`src/rtl/sha3_pkg.sv`:
```
// Shared definitions for the sponge front end: packer state encoding and
// the byte/word geometry that the packer and the padder agree on.
package sha3_pkg;

    localparam int WORD_BYTES = 8;
    localparam int BYTE_W     = 8;
    localparam int WORD_W     = WORD_BYTES * BYTE_W;
    localparam int CNT_W      = $clog2(WORD_BYTES);

    typedef enum logic [1:0] {
        FILL       = 2'd0,
        SEND       = 2'd1,
        SEND_EMPTY = 2'd2
    } pack_state_e;

    // Byte placed in its lane of an otherwise zero word.
    function automatic logic [WORD_W-1:0] place_byte(input logic [BYTE_W-1:0] b,
                                                     input logic [CNT_W-1:0]  lane);
        return {{(WORD_W-BYTE_W){1'b0}}, b} << {lane, 3'b000};
    endfunction

endpackage

```
`src/rtl/byte_lane_reg.sv`:
```
// Eight byte lanes assembling one packed word; per-lane write enable,
// synchronous clear with priority over writes.
module byte_lane_reg
    import sha3_pkg::*;
(
    input  logic                  clk,
    input  logic                  reset,
    input  logic                  clr,
    input  logic [WORD_BYTES-1:0] wr_en,
    input  logic [BYTE_W-1:0]     wr_data,
    output logic [WORD_W-1:0]     lanes
);

    logic [WORD_W-1:0] lanes_q, lanes_d;

    // NOTE: every variable assigned in always_comb gets a default first, so no latch is inferred.
    always_comb begin
        lanes_d = lanes_q;
        if (clr) begin
            lanes_d = '0;
        end else begin
            for (int k = 0; k < WORD_BYTES; k++) begin
                if (wr_en[k]) lanes_d[k*BYTE_W +: BYTE_W] = wr_data;
            end
        end
    end

    // NOTE: the lanes are reset because unwritten lanes of a final word must read as zero.
    always_ff @(posedge clk or negedge reset) begin
        if (!reset) lanes_q <= '0;
        else        lanes_q <= lanes_d;
    end

    assign lanes = lanes_q;

endmodule

```
`src/rtl/byte_packer.sv`:
```
// Packs an 8-bit message stream into 64-bit words for the padder.
// Optional message-length counter: define BYTE_PACKER_LEN_COUNT_EN.
module byte_packer
    import sha3_pkg::*;
#(
    parameter int LEN_W = 32
) (
    input  logic              clk,
    input  logic              reset,
    input  logic [BYTE_W-1:0] byte_in,
    input  logic              byte_valid,
    input  logic              byte_last,
    output logic              byte_ready,
    output logic [WORD_W-1:0] out,
    output logic              out_ready,
    output logic              is_last,
    output logic [2:0]        byte_num,
    input  logic              ack
`ifdef BYTE_PACKER_LEN_COUNT_EN
    ,
    output logic [LEN_W-1:0]  msg_len
`endif
);

    pack_state_e       state_q, state_d;
    logic [CNT_W-1:0]  cnt_q, cnt_d;
    logic [WORD_W-1:0] out_q, out_d;
    logic              out_ready_q, out_ready_d;
    logic              is_last_q, is_last_d;
    logic [2:0]        byte_num_q, byte_num_d;
    logic              byte_ready_q, byte_ready_d;

    logic [WORD_W-1:0]     lanes;
    logic [WORD_W-1:0]     merged;
    logic [WORD_BYTES-1:0] lane_wr;
    logic                  lane_clr;
    logic                  xfer;

    assign xfer   = byte_ready_q & (byte_valid | byte_last);
    assign merged = byte_valid ? (lanes | place_byte(byte_in, cnt_q)) : lanes;

    byte_lane_reg u_lanes (
        .clk     (clk),
        .reset   (reset),
        .clr     (lane_clr),
        .wr_en   (lane_wr),
        .wr_data (byte_in),
        .lanes   (lanes)
    );

    always_comb begin
        state_d      = state_q;
        cnt_d        = cnt_q;
        out_d        = out_q;
        out_ready_d  = out_ready_q;
        is_last_d    = is_last_q;
        byte_num_d   = byte_num_q;
        byte_ready_d = byte_ready_q;
        lane_wr      = '0;
        lane_clr     = 1'b0;

        case (state_q)
            FILL: begin
                // byte_ready is registered, so it rises one edge after reset release.
                byte_ready_d = 1'b1;
                if (xfer) begin
                    if (byte_valid && !byte_last && cnt_q != CNT_W'(WORD_BYTES-1)) begin
                        lane_wr[cnt_q] = 1'b1;
                        cnt_d          = cnt_q + 1'b1;
                    end else begin
                        // Word complete: either 8 bytes gathered or the message ended.
                        out_d        = merged;
                        out_ready_d  = 1'b1;
                        byte_ready_d = 1'b0;
                        lane_clr     = 1'b1;
                        cnt_d        = '0;
                        state_d      = SEND;
                        is_last_d    = 1'b0;
                        byte_num_d   = '0;
                        if (byte_last) begin
                            if (byte_valid && cnt_q == CNT_W'(WORD_BYTES-1)) begin
                                state_d = SEND_EMPTY;
                            end else begin
                                is_last_d  = 1'b1;
                                byte_num_d = byte_valid ? cnt_q + 1'b1 : cnt_q;
                            end
                        end
                    end
                end
            end
            SEND: begin
                byte_ready_d = 1'b0;
                if (ack) begin
                    out_d        = '0;
                    out_ready_d  = 1'b0;
                    is_last_d    = 1'b0;
                    byte_num_d   = '0;
                    cnt_d        = '0;
                    byte_ready_d = 1'b1;
                    state_d      = FILL;
                end
            end
            SEND_EMPTY: begin
                byte_ready_d = 1'b0;
                if (ack) begin
                    out_d      = '0;
                    is_last_d  = 1'b1;
                    byte_num_d = '0;
                    state_d    = SEND;
                end
            end
            default: begin
                out_ready_d  = 1'b0;
                byte_ready_d = 1'b0;
                state_d      = FILL;
            end
        endcase
    end

    // NOTE: sequential state uses non-blocking assignments so all flops update together.
    always_ff @(posedge clk or negedge reset) begin
        if (!reset) begin
            state_q      <= FILL;
            cnt_q        <= '0;
            out_q        <= '0;
            out_ready_q  <= 1'b0;
            is_last_q    <= 1'b0;
            byte_num_q   <= '0;
            byte_ready_q <= 1'b0;
        end else begin
            state_q      <= state_d;
            cnt_q        <= cnt_d;
            out_q        <= out_d;
            out_ready_q  <= out_ready_d;
            is_last_q    <= is_last_d;
            byte_num_q   <= byte_num_d;
            byte_ready_q <= byte_ready_d;
        end
    end

    assign byte_ready = byte_ready_q;
    assign out        = out_q;
    assign out_ready  = out_ready_q;
    assign is_last    = is_last_q;
    assign byte_num   = byte_num_q;

`ifdef BYTE_PACKER_LEN_COUNT_EN
    logic [LEN_W-1:0] msg_len_q, msg_len_d;
    logic             new_msg_q, new_msg_d;

    // The count freezes after byte_last and reloads on the next message's first transfer.
    always_comb begin
        msg_len_d = msg_len_q;
        new_msg_d = new_msg_q;
        if (xfer) begin
            new_msg_d = byte_last;
            if (new_msg_q) begin
                msg_len_d = byte_valid ? LEN_W'(1) : '0;
            end else if (byte_valid && msg_len_q != '1) begin
                msg_len_d = msg_len_q + 1'b1;
            end
        end
    end

    always_ff @(posedge clk or negedge reset) begin
        if (!reset) begin
            msg_len_q <= '0;
            new_msg_q <= 1'b1;
        end else begin
            msg_len_q <= msg_len_d;
            new_msg_q <= new_msg_d;
        end
    end

    assign msg_len = msg_len_q;
`endif

endmodule
```
`config.mk`:
```
export PLATFORM = sky130hd
export DESIGN_NAME = byte_packer
export DESIGN_NICKNAME = d
export VERILOG_FILES = /design/src/rtl/sha3_pkg.sv /design/src/rtl/byte_lane_reg.sv /design/src/rtl/byte_packer.sv
export SDC_FILE = /design/constraint.sdc
export NUM_CORES = 1
export LEC_CHECK = 0
export ABC_AREA = 1
export CORE_AREA = 4 4 116 118
export DETAILED_ROUTE_END_ITERATION = 10
export DIE_AREA = 0 0 120 122
export PLACE_DENSITY = 0.89
export SLEW_MARGIN = 20
export SYNTH_ARGS = -nofsm -noshare
export SYNTH_HDL_FRONTEND = slang
export SYNTH_HIERARCHICAL = 1
export SYNTH_SLANG_ARGS = --single-unit
```
`constraint.sdc`:
```
create_clock -name clk -period 1.9 [get_ports clk]
set_input_delay 0.19 -clock clk [delete_from_list [all_inputs] [get_ports clk]]
set_output_delay 0.19 -clock clk [all_outputs]
set_load 0.02 [all_outputs]
```
== After elaboration in Yosys (flattened, before gate mapping) ==
Cells that the tools add are included.

* Register bits after elaboration: 139
* Input bits: 13
* Logic and storage cells: 108

* $add $sub $neg: 1
* $lt $le $gt $ge: 2
* Eq/ne operators: 9
* Shift-type cells: 1
* Mux-type cells: 53
* Bitwise gates (word level): 4
* Reduce and logical (&&, ||, !) cells: 23

{| class="wikitable"
|+ Operator list
! cell !! number
|-
| two-way mux 64 bit || 5
|-
| case mux 64 bit (2 select lines) || 1
|-
| two-way mux 8 bit || 11
|-
| bitwise OR 64 bit || 1
|-
| << shifter 8 x 6 -> 64 bit || 1
|-
| two-way mux 3 bit || 8
|-
| nonzero test 2 bit || 10
|-
| two-way mux 1 bit || 15
|-
| two-way mux 2 bit || 6
|-
| case mux 3 bit (2 select lines) || 2
|-
| AND reduction 4 bit || 3
|-
| inequality test 2 bit (second input constant) || 4
|-
| case mux 1 bit (3 select lines) || 2
|-
| case mux 2 bit (3 select lines) || 1
|-
| AND reduction 5 bit || 1
|-
| logical AND 1 bit || 4
|-
| less-than comparator 3 x 4 -> 1 bit (second input constant) || 1
|-
| adder 3 x 1 -> 3 bit (second input constant) || 1
|-
| demux 1 bit (select 3 bit) || 1
|-
| equality test 3 bit (second input constant) || 1
|-
| >= comparator 3 x 1 -> 1 bit (second input constant) || 1
|-
| inequality test 3 bit (second input constant) || 1
|-
| AND reduction 3 bit || 1
|-
| nonzero test 3 bit || 1
|-
| other kinds (10) || 10
|}

== Logic depth before layout (Yosys ltp) ==
Gate-level depths: netlist of the first run.

* Depth in word-level cells: 9
* Depth in mapped cells: 11
* Gate-level depth less buffers: 10

== By module ==
Netlist of the first run, hierarchy kept.

{| class="wikitable"
|+ By module, submodules not included
! module !! times used !! cells an instance !! area an instance (µm²) !! sequential area each (µm²)
|-
| byte_packer || 1 || 573 || 4155.2 || 1876.8
|-
| byte_lane_reg || 1 || 288 || 2637.5 || 1601.5
|}

== Worst setup path after synthesis of the first run ==
Ideal clock, no wire load.

* Kind: register -> register
* From: reg cnt_q[0]
* To: reg u_lanes.lanes_q[37] (netlist: u_lanes/lanes[37])
* Library setup time: 0.117 ns
* Data arrival time: 1.578 ns
* Path slack: 0.205 ns
* Stages on the path, launching flop included: 12
* Path buffers: 1
* Clock period less this slack: 1.695 ns
* Path through: dfrtp_1 > ha_1 > ha_1 > inv_1 > nand3_1 > inv_1 > nand2_1 > nor3_1 > buf_2 > nor2_2 > nand2_1 > nand2_1

* Cells in the longest elaborated chain, start to end: 8
* Elaborated cells between the ends (all ways): 15
* Classes of those cells: order compare (2); eq/ne (1); mux (9); reduce/logical (3)

{| class="wikitable"
|+ Ends and longest elaborated chain
! element !! RTL line !! source
|-
| from (decl) || byte_packer.sv:26 || <nowiki>logic [CNT_W-1:0] cnt_q, cnt_d;</nowiki>
|-
| from (signal assigned) || byte_packer.sv:132 || <nowiki>cnt_q <= cnt_d;</nowiki>
|-
| less-than comparator 3 x 4 -> 1 bit (implied by the code) or >= comparator 3 x 1 -> 1 bit (tied branches) || byte_packer.sv:68 || <nowiki>lane_wr[cnt_q] = 1'b1;</nowiki>
|-
| logical AND 1 bit (implied by the code) || byte_packer.sv:68 ||
|-
| two-way mux 1 bit (implied by the code) || byte_packer.sv:68 ||
|-
| demux 1 bit (select 3 bit) || byte_packer.sv:68 ||
|-
| two-way mux 8 bit (*) || byte_packer.sv:67 || <nowiki>if (byte_valid && !byte_last && cnt_q != CNT_W'(WORD_BYTES-1)) begin</nowiki>
|-
| two-way mux 8 bit (*) || byte_packer.sv:66 || <nowiki>if (xfer) begin</nowiki>
|-
| two-way mux 8 bit (*) || byte_packer.sv:62 || <nowiki>case (state_q)</nowiki>
|-
| named net lane_wr[4] || byte_packer.sv:35 || <nowiki>logic [WORD_BYTES-1:0] lane_wr;</nowiki>
|-
| nonzero test 2 bit (no line) (*) || n/a ||
|-
| to (signal assigned) || byte_lane_reg.sv:31 || <nowiki>else lanes_q <= lanes_d;</nowiki>
|-
| to (decl) || byte_lane_reg.sv:14 || <nowiki>logic [WORD_W-1:0] lanes_q, lanes_d;</nowiki>
|}

The timed path passes the listed nets; every way through them passes the cells marked *.
A chain may end at the register's enable or synchronous reset.

== Final worst setup path of the first run ==
* From: reg cnt_q[1]
* To: reg u_lanes.lanes_q[49] (netlist: u_lanes/lanes[49])

The elaborated chain is that of the path after synthesis.

==> results of run 1 <==
## routing by layer
layer | global-route usage (%) | wire length (microns) | vias up
li1 | - | - | 2951
met1 | 34.8 | 7520 | 3069
met2 | 41.8 | 9260 | 477
met3 | 6.36 | 2170 | 110
met4 | 13.7 | 1010 | 0
met5 | 0 | 0 | -
## final timing paths
path	startpoint	end	slack [ns]	cells past startpoint
setup / recovery	cnt_q[1]$_DFFE_PN0P_	u_lanes/lanes[49]$_DFFE_PN0P_	-0.07	10
hold / removal	reset	byte_num[2]$_DFFE_PN0P_	0.12	2
setup reg to reg	cnt_q[1]$_DFFE_PN0P_	u_lanes/lanes[49]$_DFFE_PN0P_	-0.07	10
hold reg to reg	u_lanes/lanes[57]$_DFFE_PN0P_	u_lanes/lanes[57]$_DFFE_PN0P_	0.47	2
max in group asynchronous	reset	u_lanes/lanes[37]$_DFFE_PN0P_	1.14	3
min in group clk	ack	byte_ready$_DFF_PN0_	0.45	3
## cell usage after synthesis, drive strengths merged, types with 5 or more instances
master  number
buf         49
nor3         8
o21bai      16
a21oi       33
nor2        62
dfrtp      139
nand3      113
ha           5
inv         42
nand2      336
clkbuf       9
o21ai       47
## registers in the layout (all words and copies together) (netlist names)
signal / flops
state_q: 2
cnt_q: 3
byte_num: 3
out_ready: 1
out: 64
u_lanes/lanes: 64
byte_ready: 1
is_last: 1
## report_power, final
part | switching [uW] | internal (uW)
Sequential | 157 | 3240
Combinational | 2250 | 1140
Clock | 1270 | 2070
Total | 3680 | 6460
## cells by family (layout without fill, tap and decap cells)
group,after synthesis,in the layout,synth area share [%]
adders and majority gates,5,5,0.921
AOI/OAI and AO/OA,96,96,7.66
DFF,139,139,51.2
and+or+nand+nor,519,519,31.9
buffers and inverters,101,216,8.14
xor gates and xnor gates,1,1,0.129
## timing repair
| action | in CTS | in global routing |
|---|---|---|
| cloned | 1 | 4 |
| setup buffers | 0 | 3 |
| endpoints found under the setup margin | 31 | 69 |
| resized for setup | 10 | 21 |
| hold buffers | 1 | 0 |
| pin swaps | 0 | 3 |
| endpoints found under the hold margin | 139 | 0 |
## final cells by class
class,count,area [sq um]
fillers,896,3740
clock buffers,18,439
repair buffers,141,1380
well taps,172,215
flip-flops and latches,139,3480
repair inverters,1,8.76
inverters,43,190
multi-input cells,621,2860
clock inverters,13,151
## cell usage in the layout, fill, tap and decap left out, types with 2 or more instances in the layout
| cell | synthesis | layout |
|---|---|---|
| buf_4 | 5 | 44 |
| nor3_4 | 0 | 2 |
| ha_2 | 0 | 3 |
| nor3_2 | 0 | 6 |
| buf_6 | 9 | 3 |
| clkbuf_16 | 0 | 17 |
| a21oi_1 | 33 | 33 |
| nand2_4 | 2 | 3 |
| clkdlybuf4s15_2 | 0 | 3 |
| nand2_2 | 2 | 3 |
| ha_1 | 5 | 2 |
| clkinv_2 | 0 | 6 |
| buf_12 | 0 | 8 |
| clkdlybuf4s50_1 | 0 | 81 |
| nand3_1 | 113 | 112 |
| nand2_1 | 332 | 330 |
| dfrtp_1 | 139 | 139 |
| bufinv_16 | 0 | 4 |
| o21ai_0 | 46 | 46 |
| nor2_4 | 5 | 9 |
| o21bai_1 | 16 | 16 |
| nor2_1 | 52 | 52 |
| inv_1 | 41 | 39 |
| clkinvlp_4 | 0 | 3 |
## through the flow
step | hold WS, ns | cells | total power (uW) | setup TNS (ns) | instance area [sq um]
after detailed placement | 0.0214 | 1108 | 6590 | -0.488 | 7920
final | 0.124 | 1148 | 10100 | -0.377 | 8720
after global routing | 0.143 | 1148 | 10600 | -1.78 | 8720
after global placement | 0.0208 | 1108 | 6520 | 0 | 7920
after CTS | 0.118 | 1141 | 10000 | -0.00480 | 8590
after floorplan | -0.106 | 861 | 5700 | 0 | 6790
==> flow_summary_export.csv, run 1 <==
group,metric,value,unit
status,status,"finished, violations left",
status,violations,"negative setup slack",
clock_tree,cts.htree.levels,4,
cells_and_area,final_util,70.0,%
sta,hold_viol,0,
clock_tree,clock_sinks,139,
synth,ys_warn_count,6,
routing,dr_total_vias,6607,
synth,synth_cells,861,
setup_path,slowest_delay,0.39,ns
clock_tree,cts-root-buf,"clkbuf_16",
setup_path,cp-end-kind,"flop",
die,die_area,14600,sq um
clock_tree,cts_tree,"done",
routing,postRouteAntennaNets,0,
cells_and_area,drive_above_1_share,12.5,%
sta,finClkSkew,0.00785,ns
sta,setup_viol,17,
power,power.density,1160,nW/um^2
global_routing,grt_overflow,0,
global_routing,antenna_found_initial,0,
synth,yosysSeqAreaShare,51.2,%
routing,drc_errors,0,
setup_path,critPathLaunchType,"flop",
sta,drv_slew,0,
die,die_y,122,microns
setup_path,cpLargestDelayFamily,"simple AND/OR/NAND/NOR gates",
power,power.leakage,0.00438,uW
synth,syn_nets,879,
clock_tree,cts-buffers-inserted,17,
placement,port-buffer-count,82,
synth,synth_largest_area_cell,"dfrtp_1",
global_routing,grt_pass1_wl,30.8,mm
synth,ys_seq_elements,139,
global_routing,grt_max_degree,85,
synth,syn_avg_cell_area,7.89,sq um
synth,synth_enable_flop_cells,0,
routing,drtIter0Drc,860,
flow_run,maxCapViolCount,0,
global_routing,grt_use_total,26.7,%
synth,synthTopCellsByArea,"dfrtp_1 51%, nand2_1 18%, nand3_1 8.3%, o21ai_0 3.4%, nor2_1 2.9%",
synth,synth.distinct_cells,25,
synth,synthArstFlopShare,100,%
synth,yosysTopAreaCellShare,51.2,%
sta,slew_headroom,61.1,%
routing,avgRoutedWirePerCell,17.4,microns
clock_tree,clkSlewWorstSetupHoldPaths,0.06,ns
sta,fmax,0.507,GHz
setup_path,cp_slowest_cell,"dfrtp_1",
setup_path,arrival,2.34,ns
setup_path,cp_num_buf_inv,3,
routing,drt-total-wl,20.0,mm
placement,place_hpwl,11.9,mm
setup_path,crit_path_frequent_cell,"ha_2",
cells_and_area,nNetsFinal,982,
setup_path,path_max_fanout,4,
die,coreArea,12500,sq um
synth,ys.flop_type,"dfrtp_1",
placement,place_congestion,0.931,
routing,vias_per_cell,5.76,
die,die_x,120,microns
die,placementRows,41,
setup_path,crit_type,"reg -> reg",
setup_path,path_cells,"ha_2 > ha_2 > inv_1 > nand3_2 > inv_4 > nand2_4 > nor3_4 > buf_2 > nand3_1 > nand2_1",
die,ios,83,
synth,netlist_area,6790,sq um
clock_tree,clk_latency,0.43,ns
setup_path,worstPathRequired,2.26,ns
clock_tree,clockBufferDepth,2,
global_routing,grt_pass1_vias,6150,
cells_and_area,area_growth,28.4,%
die,start_util,54.5,%
sta,min_period,1.97,ns
cells_and_area,antenna_cells,0,
sta,worst_slack,-0.0706,ns
sta,min_period_over_period,104,%
power,ir_drop,1340,uV
sta,worst_pin_slew,0.582,ns
worst_hold_path,hold_class,"in -> async",
placement,preCtsSetupSlack,-0.0580,ns
routing,first_pass_iters,6,
No activity file was read; power rests on OpenSTA's default activity.
==> run 2, diff against run 1 <==
--- a/config.mk
+++ b/config.mk
@@ -10,6 +10,7 @@
 export DETAILED_ROUTE_END_ITERATION = 10
 export DIE_AREA = 0 0 120 122
 export PLACE_DENSITY = 0.89
+export SKIP_CTS_REPAIR_TIMING = 1
 export SLEW_MARGIN = 20
 export SYNTH_ARGS = -nofsm -noshare
 export SYNTH_HDL_FRONTEND = slang
==> run 2 against run 1 <==
- the run still ends with negative setup slack left
- non-clock buffer count is 1 lower
- worst hold slack better by 0.0085 ns
- wire length decreased by 3.9%
- register-to-register slack improved by 0.05 ns
- maximum frequency grew 2.8%
- first-iteration DRC count grew 4.9%
- sequential power about the same
- via count down 1.2%
- die area unchanged
- final area decreased by 0.36%
- clock skew barely moved
- sequential share of layout area increased by 0.14 points
- critical path type unchanged
- critical endpoint is now u_lanes/lanes[18]$_DFFE_PN0P_
- highest routed layer unchanged
==> flow_summary_export.csv, run 2 (synthesis gave the netlist of run 1 again) <==
group,metric,value,unit
status,status,"finished, violations left",
status,violations,"negative setup slack",
sta,hold_ws,0.133,ns
global_routing,antenna_found_initial,0,
setup_path,reg2reg_depth,11,
setup_path,cp-end-kind,"flop",
sta,finClkSkew,0.00802,ns
setup_path,path_cells,"ha_2 > ha_2 > inv_1 > nand3_2 > inv_4 > nand2_4 > nor3_4 > buf_6 > nor2_4 > nand2_1 > nand2_1",
global_routing,busiest_layer,"met2",
clock_tree,clk_latency,0.42,ns
routing,drt-total-wl,19.2,mm
cells_and_area,final_cell_mix,"328 x nand2_1, 139 x dfrtp_1, 112 x nand3_1",
clock_tree,cts-buffers-inserted,17,
power,pwr-share-comb,33.3,%
die,start_util,54.5,%
setup_path,crit_cells,11,
clock_tree,clock_sinks,139,
sta,fmax,0.522,GHz
sta,setup_viol,1,
setup_path,arrival,2.21,ns
setup_path,critPathLaunchType,"flop",
routing,vias_per_cell,5.69,
routing,postRouteAntennaNets,0,
clock_tree,clkSlewWorstSetupHoldPaths,0.06,ns
clock_tree,cts.htree.levels,4,
cells_and_area,nNetsFinal,981,
setup_path,worstSetupStartpoint,"cnt_q[0]$_DFFE_PN0P_",
sta,hold_viol,0,
clock_tree,clockBufferDepth,2,
die,die_y,122,microns
routing,first_pass_iters,5,
sta,slew_headroom,65.0,%
power,power.leakage,0.00438,uW
power,net-switching-power,3630,uW
setup_path,path_max_fanout,8,
worst_hold_path,hold_class,"in -> async",
placement,place_hpwl,11.9,mm
cells_and_area,drive_above_1_share,12.3,%
setup_path,r2r_start,"cnt_q[0]$_DFFE_PN0P_",
setup_path,r2r_end,"u_lanes/lanes[18]$_DFFE_PN0P_",
global_routing,grtUsageMet3,4.92,%
sta,drv_slew,0,
power,intPower,6460,uW
clock_tree,cts_tree,"done",
power,swShare,36.0,%
global_routing,grt_use_met1,34.4,%
cells_and_area,area_growth,28.0,%
setup_path,r2r_slack,-0.02,ns
global_routing,grt_overflow,0,
die,coreArea,12500,sq um
sta,min_period,1.92,ns
die,placementRows,41,
die,die_x,120,microns
power,clkPwrFrac,33.0,%
setup_path,worstPathRequired,2.20,ns
routing,avgRoutedWirePerCell,16.7,microns
placement,place_congestion,0.931,
cells_and_area,antenna_cells,0,
routing,dr_total_vias,6527,
placement,port-buffer-count,82,
die,ios,83,
global_routing,grt_use_total,25.9,%
sta,min_period_over_period,101,%
power,power.density,1160,nW/um^2
sta,worst_pin_slew,0.524,ns
global_routing,grt_max_degree,85,
sta,setup_tns,-0.0165,ns
routing,drc_errors,0,
setup_path,cp_num_buf_inv,3,
routing,drtIter0Drc,902,
global_routing,grt_pass1_wl,29.9,mm
global_routing,grt_pass1_vias,6015,
flow_run,maxCapViolCount,0,
die,die_area,14600,sq um
setup_path,cpLargestDelayFamily,"simple AND/OR/NAND/NOR gates",
power,ir_drop,1290,uV
setup_path,slowest_delay,0.38,ns
power,total_power,10100,uW
cells_and_area,layout_commonest_cell,"nand2_1",
power,power_frac_seq,33.7,%
setup_path,crit_type,"reg -> reg",
setup_path,critPathCapture,"u_lanes/lanes[18]$_DFFE_PN0P_",
setup_path,cp_slowest_cell,"dfrtp_1",
global_routing,grt_util_met2,41.3,%
clock_tree,cts-root-buf,"clkbuf_16",
sta,worst_slack,-0.0165,ns
-- run 2: changes by cell type in the layout (fill, tap and decap cells not counted), sizes merged --
cell	before	now
buf	56	57
clkdlybuf4s15	3	1
-- run 2: final cells by class --
class / count / area [sq um]
inverter: 43 / 190
clock inverter: 13 / 151
multi-input combinational: 621 / 2850
clock buffer: 18 / 439
timing repair inverter: 1 / 8.76
sequential: 139 / 3480
fill: 915 / 3770
timing repair buffer: 140 / 1360
tap: 172 / 215
-- run 2: how the worst min path moves through the flow --
| stage | to | from | slack [ns] |
|---|---|---|---|
| 3_3_place_gp | byte_num[2]$_DFFE_PN0P_ | reset | 0.02 |
| 3_5_place_dp | byte_num[2]$_DFFE_PN0P_ | reset | 0.02 |
| 4_1_cts | byte_num[2]$_DFFE_PN0P_ | reset | -0.42 |
| 2_1_floorplan | byte_num[0]$_DFFE_PN0P_ | reset | -0.11 |
| 6_report | byte_num[2]$_DFFE_PN0P_ | reset | 0.13 |
| 5_1_grt | byte_num[2]$_DFFE_PN0P_ | reset | 0.15 |
-- run 2: power groups by stage --
stage	combinational [uW]	clock, uW	sequential (uW)
finish	3360	3330	3400
global route	3640	3500	3440
CTS	3180	3360	3400
detailed placement	3150	0	3440
global placement	3090	0	3430
floorplan	2090	0	3610
-- run 2: stage by stage --
stage,std cells,instance area [sq um],worst slack (ns),util (%)
after floorplan,861,6790,0.205,-
after global placement,1108,7920,0.0254,63.6
after detailed placement,1108,7920,-0.0580,63.6
after CTS,1139,8510,-0.0933,68.3
after global routing,1147,8690,-0.0761,69.7
final,1147,8690,-0.0165,69.7
-- run 2: layer usage --
| metal | part of all wire [%] | up-vias |
|---|---|---|
| met5 | 0 | - |
| met4 | 4.6 | 0 |
| met3 | 10 | 88 |
| met2 | 46 | 444 |
| met1 | 39 | 3035 |
| li1 | - | 2960 |
==> run 3, diff against run 2 <==
--- a/config.mk
+++ b/config.mk
@@ -5,10 +5,9 @@
 export SDC_FILE = /design/constraint.sdc
 export NUM_CORES = 1
 export LEC_CHECK = 0
-export ABC_AREA = 1
-export CORE_AREA = 4 4 116 118
+export CORE_AREA = 4 4 112 114
 export DETAILED_ROUTE_END_ITERATION = 10
-export DIE_AREA = 0 0 120 122
+export DIE_AREA = 0 0 116 118
 export PLACE_DENSITY = 0.89
 export SKIP_CTS_REPAIR_TIMING = 1
 export SLEW_MARGIN = 20
==> run 3 against run 2 <==
- the flow still finishes with violations (negative setup slack)
- critical path type unchanged
- sequential share of layout area increased by 2.7 points
- synthesized cell count down 37%
- worst hold slack improved by 0.045 ns
- register-to-register slack got worse by 0.18 ns
- first-iteration DRC count shrank 60%
- combinational power down 24%
- die area shrank 6.5%
- cell count fell by 32%
- utilization increased by 1.5 points
- worst setup slack got worse by 0.18 ns
==> flow_summary_export.csv, run 3 <==
group,metric,value,unit
status,status,"finished, violations left",
status,violations,"negative setup slack",
sta,fmax,0.478,GHz
synth,synthArstFlopShare,100,%
synth,synth_simple_gate_area_share,8.27,%
power,power_frac_seq,35.6,%
global_routing,grt_max_degree,70,
cells_and_area,n_fill_cell,775,
power,pwr-share-comb,26.3,%
synth,yosysMostFrequentCell,"dfrtp_1",
cells_and_area,area_growth,29.5,%
placement,place_congestion,0.858,
placement,port-buffer-count,82,
sta,finClkSkew,0.00885,ns
sta,worst_pin_slew,0.393,ns
clock_tree,cts-root-buf,"clkbuf_16",
synth,synth_top_family_by_area,"compound AO/OA/AOI/OAI gates",
worst_hold_path,hold_class,"in -> async",
synth,yosys-top-cells-count,"139 x dfrtp_1, 73 x nor2_1, 71 x mux2i_1",
routing,drt-total-wl,15.9,mm
setup_path,crit_type,"reg -> reg",
power,swShare,31.4,%
power,clkPwrFrac,38.1,%
synth,synthTopCellsByArea,"dfrtp_1 55%, mux2i_1 11%, o2bb2ai_1 8.9%, a21oi_1 5.1%, buf_6 4.7%",
cells_and_area,drive_above_1_share,17.4,%
placement,place_inst,748,
synth,synth_largest_area_cell,"dfrtp_1",
sta,min_period,2.09,ns
sta,grt_setup_unrepaired,"yes",
sta,drv_slew,0,
synth,syn_nets,557,
routing,first_pass_iters,5,
power,power.density,1200,nW/um^2
synth,ys.flop_type,"dfrtp_1",
routing,postRouteAntennaNets,0,
routing,drtIter0Drc,359,
synth,ys_seq_elements,139,
cells_and_area,final_cell_mix,"139 x dfrtp_1, 81 x clkdlybuf4s50_1, 66 x nor2_1",
cells_and_area,layout_commonest_cell,"dfrtp_1",
synth,netlist_area,6280,sq um
setup_path,worstPathRequired,2.20,ns
global_routing,antenna_found_initial,0,
setup_path,cp-end-kind,"flop",
routing,vias_per_cell,5.95,
die,die_area,13700,sq um
sta,hold_viol,0,
power,total_power,9730,uW
die,die_x,116,microns
placement,place_hpwl,9.78,mm
cells_and_area,antenna_cells,0,
clock_tree,clk_latency,0.42,ns
power,power.leakage,0.00344,uW
clock_tree,cts_tree,"done",
setup_path,r2r_slack,-0.19,ns
clock_tree,clkSlewWorstSetupHoldPaths,0.06,ns
synth,synth_cells,539,
power,intPower,6670,uW
clock_tree,cts.htree.levels,4,
cells_and_area,finalInstanceArea,8140,sq um
routing,drc_errors,0,
routing,avgRoutedWirePerCell,20.4,microns
clock_tree,clockBufferDepth,2,
cells_and_area,instances_no_fill,781,
cells_and_area,nNetsFinal,643,
die,die_y,118,microns
die,coreArea,11400,sq um
routing,dr_total_vias,4646,
global_routing,grt_use_total,23.8,%
setup_path,path_max_fanout,8,
sta,hold_ws,0.178,ns
synth,synthXorXnorAreaFrac,0.139,%
sta,slew_headroom,73.7,%
synth,yosysSeqAreaShare,55.4,%
placement,place_area,7320,sq um
setup_path,arrival,2.39,ns
synth,synth_enable_flop_cells,0,
cells_and_area,multi_input_area,2490,sq um
clock_tree,clock_sinks,139,
synth,syn_avg_cell_area,11.7,sq um
sta,min_period_over_period,110,%
die,start_util,55.0,%
setup_path,critPathLaunchType,"flop",
clock_tree,cts-buffers-inserted,17,
synth,synthAdderAreaFrac,0.996,%
global_routing,grt_pass1_vias,5025,
die,placementRows,39,
flow_run,maxCapViolCount,0,
die,ios,83,
power,net-switching-power,3060,uW
synth,synth_mux_area_share,12.0,%
synth,ys_warn_count,6,
synth,synth-compound-area-share,15.6,%
global_routing,grt_pass1_wl,25.6,mm
power,ir_drop,665,uV
global_routing,grt_overflow,0,
sta,setup_viol,64,
synth,yosysTopAreaCellShare,55.4,%
sta,worst_slack,-0.192,ns
synth,synth.distinct_cells,40,
cells_and_area,final-seq-area,3480,sq um
cells_and_area,final_util,71.2,%
==> run 3: cell count changes in the layout (fill, tap and decap cells not counted), moves of 17 or more <==
cell,before,now
nand3_1,112,3
inv_1,39,7
buf_4,45,28
mux2i_1,0,65
o2bb2ai_1,0,63
a21oi_1,33,64
o21ai_0,46,2
nand2_1,328,10
==> run 3: cell type report <==
type	instances	area share, %
inverter	9	0.415
sequential	139	42.8
clock buffer	17	5.23
multi-input combinational	332	30.6
clock inverter	15	2.92
timing repair buffer	126	15.9
tap	143	2.20
==> run 3: layer usage <==
layer / vias up / routed length (microns) / global-route usage (%)
met4: 0 / 210 / 9.35
met2: 159 / 8260 / 38.8
met3: 22 / 768 / 5.35
li1: 2091 / - / -
met5: - / 0 / 0
met1: 2374 / 6660 / 30.6
==> run 3: stage by stage <==
stage,worst slack (ns),TNS [ns]
final,-0.192,-7.20
after global routing,-0.240,-10.12
after detailed placement,-0.169,-10.35
after floorplan,-0.0684,-2.06
after global placement,-0.122,-4.78
after CTS,-0.166,-8.25
==> run 3: final timing paths <==
check / start / to / cells past startpoint
hold / removal: reset / out[23]$_DFFE_PN0P_ / 2
max in group asynchronous: reset / out[46]$_DFFE_PN0P_ / 3
hold reg to reg: out[41]$_DFFE_PN0P_ / out[41]$_DFFE_PN0P_ / 1
min in group clk: ack / byte_ready$_DFF_PN0_ / 3
setup / recovery: cnt_q[0]$_DFFE_PN0P_ / u_lanes/lanes[50]$_DFFE_PN0P_ / 7
setup reg to reg: cnt_q[0]$_DFFE_PN0P_ / u_lanes/lanes[50]$_DFFE_PN0P_ / 7
==> run 3: worst max-delay path, stage by stage (launching register included) <==
cell	delay (ns)
dfrtp_1	0.41
ha_2	0.21
ha_4	0.17
or4_4	0.55
nor2_2	0.16
buf_6	0.18
mux2i_4	0.24
nor2_1	0.06
==> run 3: logic make-up (layout without fill, tap and decap cells) <==
| family | Yosys count | count (layout) |
|---|---|---|
| AND/OR/NAND/NOR | 111 | 111 |
| AO/OA/AOI/OAI | 140 | 140 |
| buffers and inverters | 68 | 167 |
| XOR/XNOR | 1 | 1 |
| multiplexers | 75 | 75 |
| adder cells (fa/ha/maj) | 5 | 5 |
| flip-flops | 139 | 139 |
==> run 3: power by group through the flow <==
stage | Clock [uW] | Combinational, uW | Sequential, uW
floorplan | 0 | 1510 | 3630
global placement | 0 | 2350 | 3480
detailed placement | 0 | 2410 | 3490
CTS | 3740 | 2430 | 3450
global route | 3890 | 2740 | 3490
finish | 3710 | 2560 | 3460
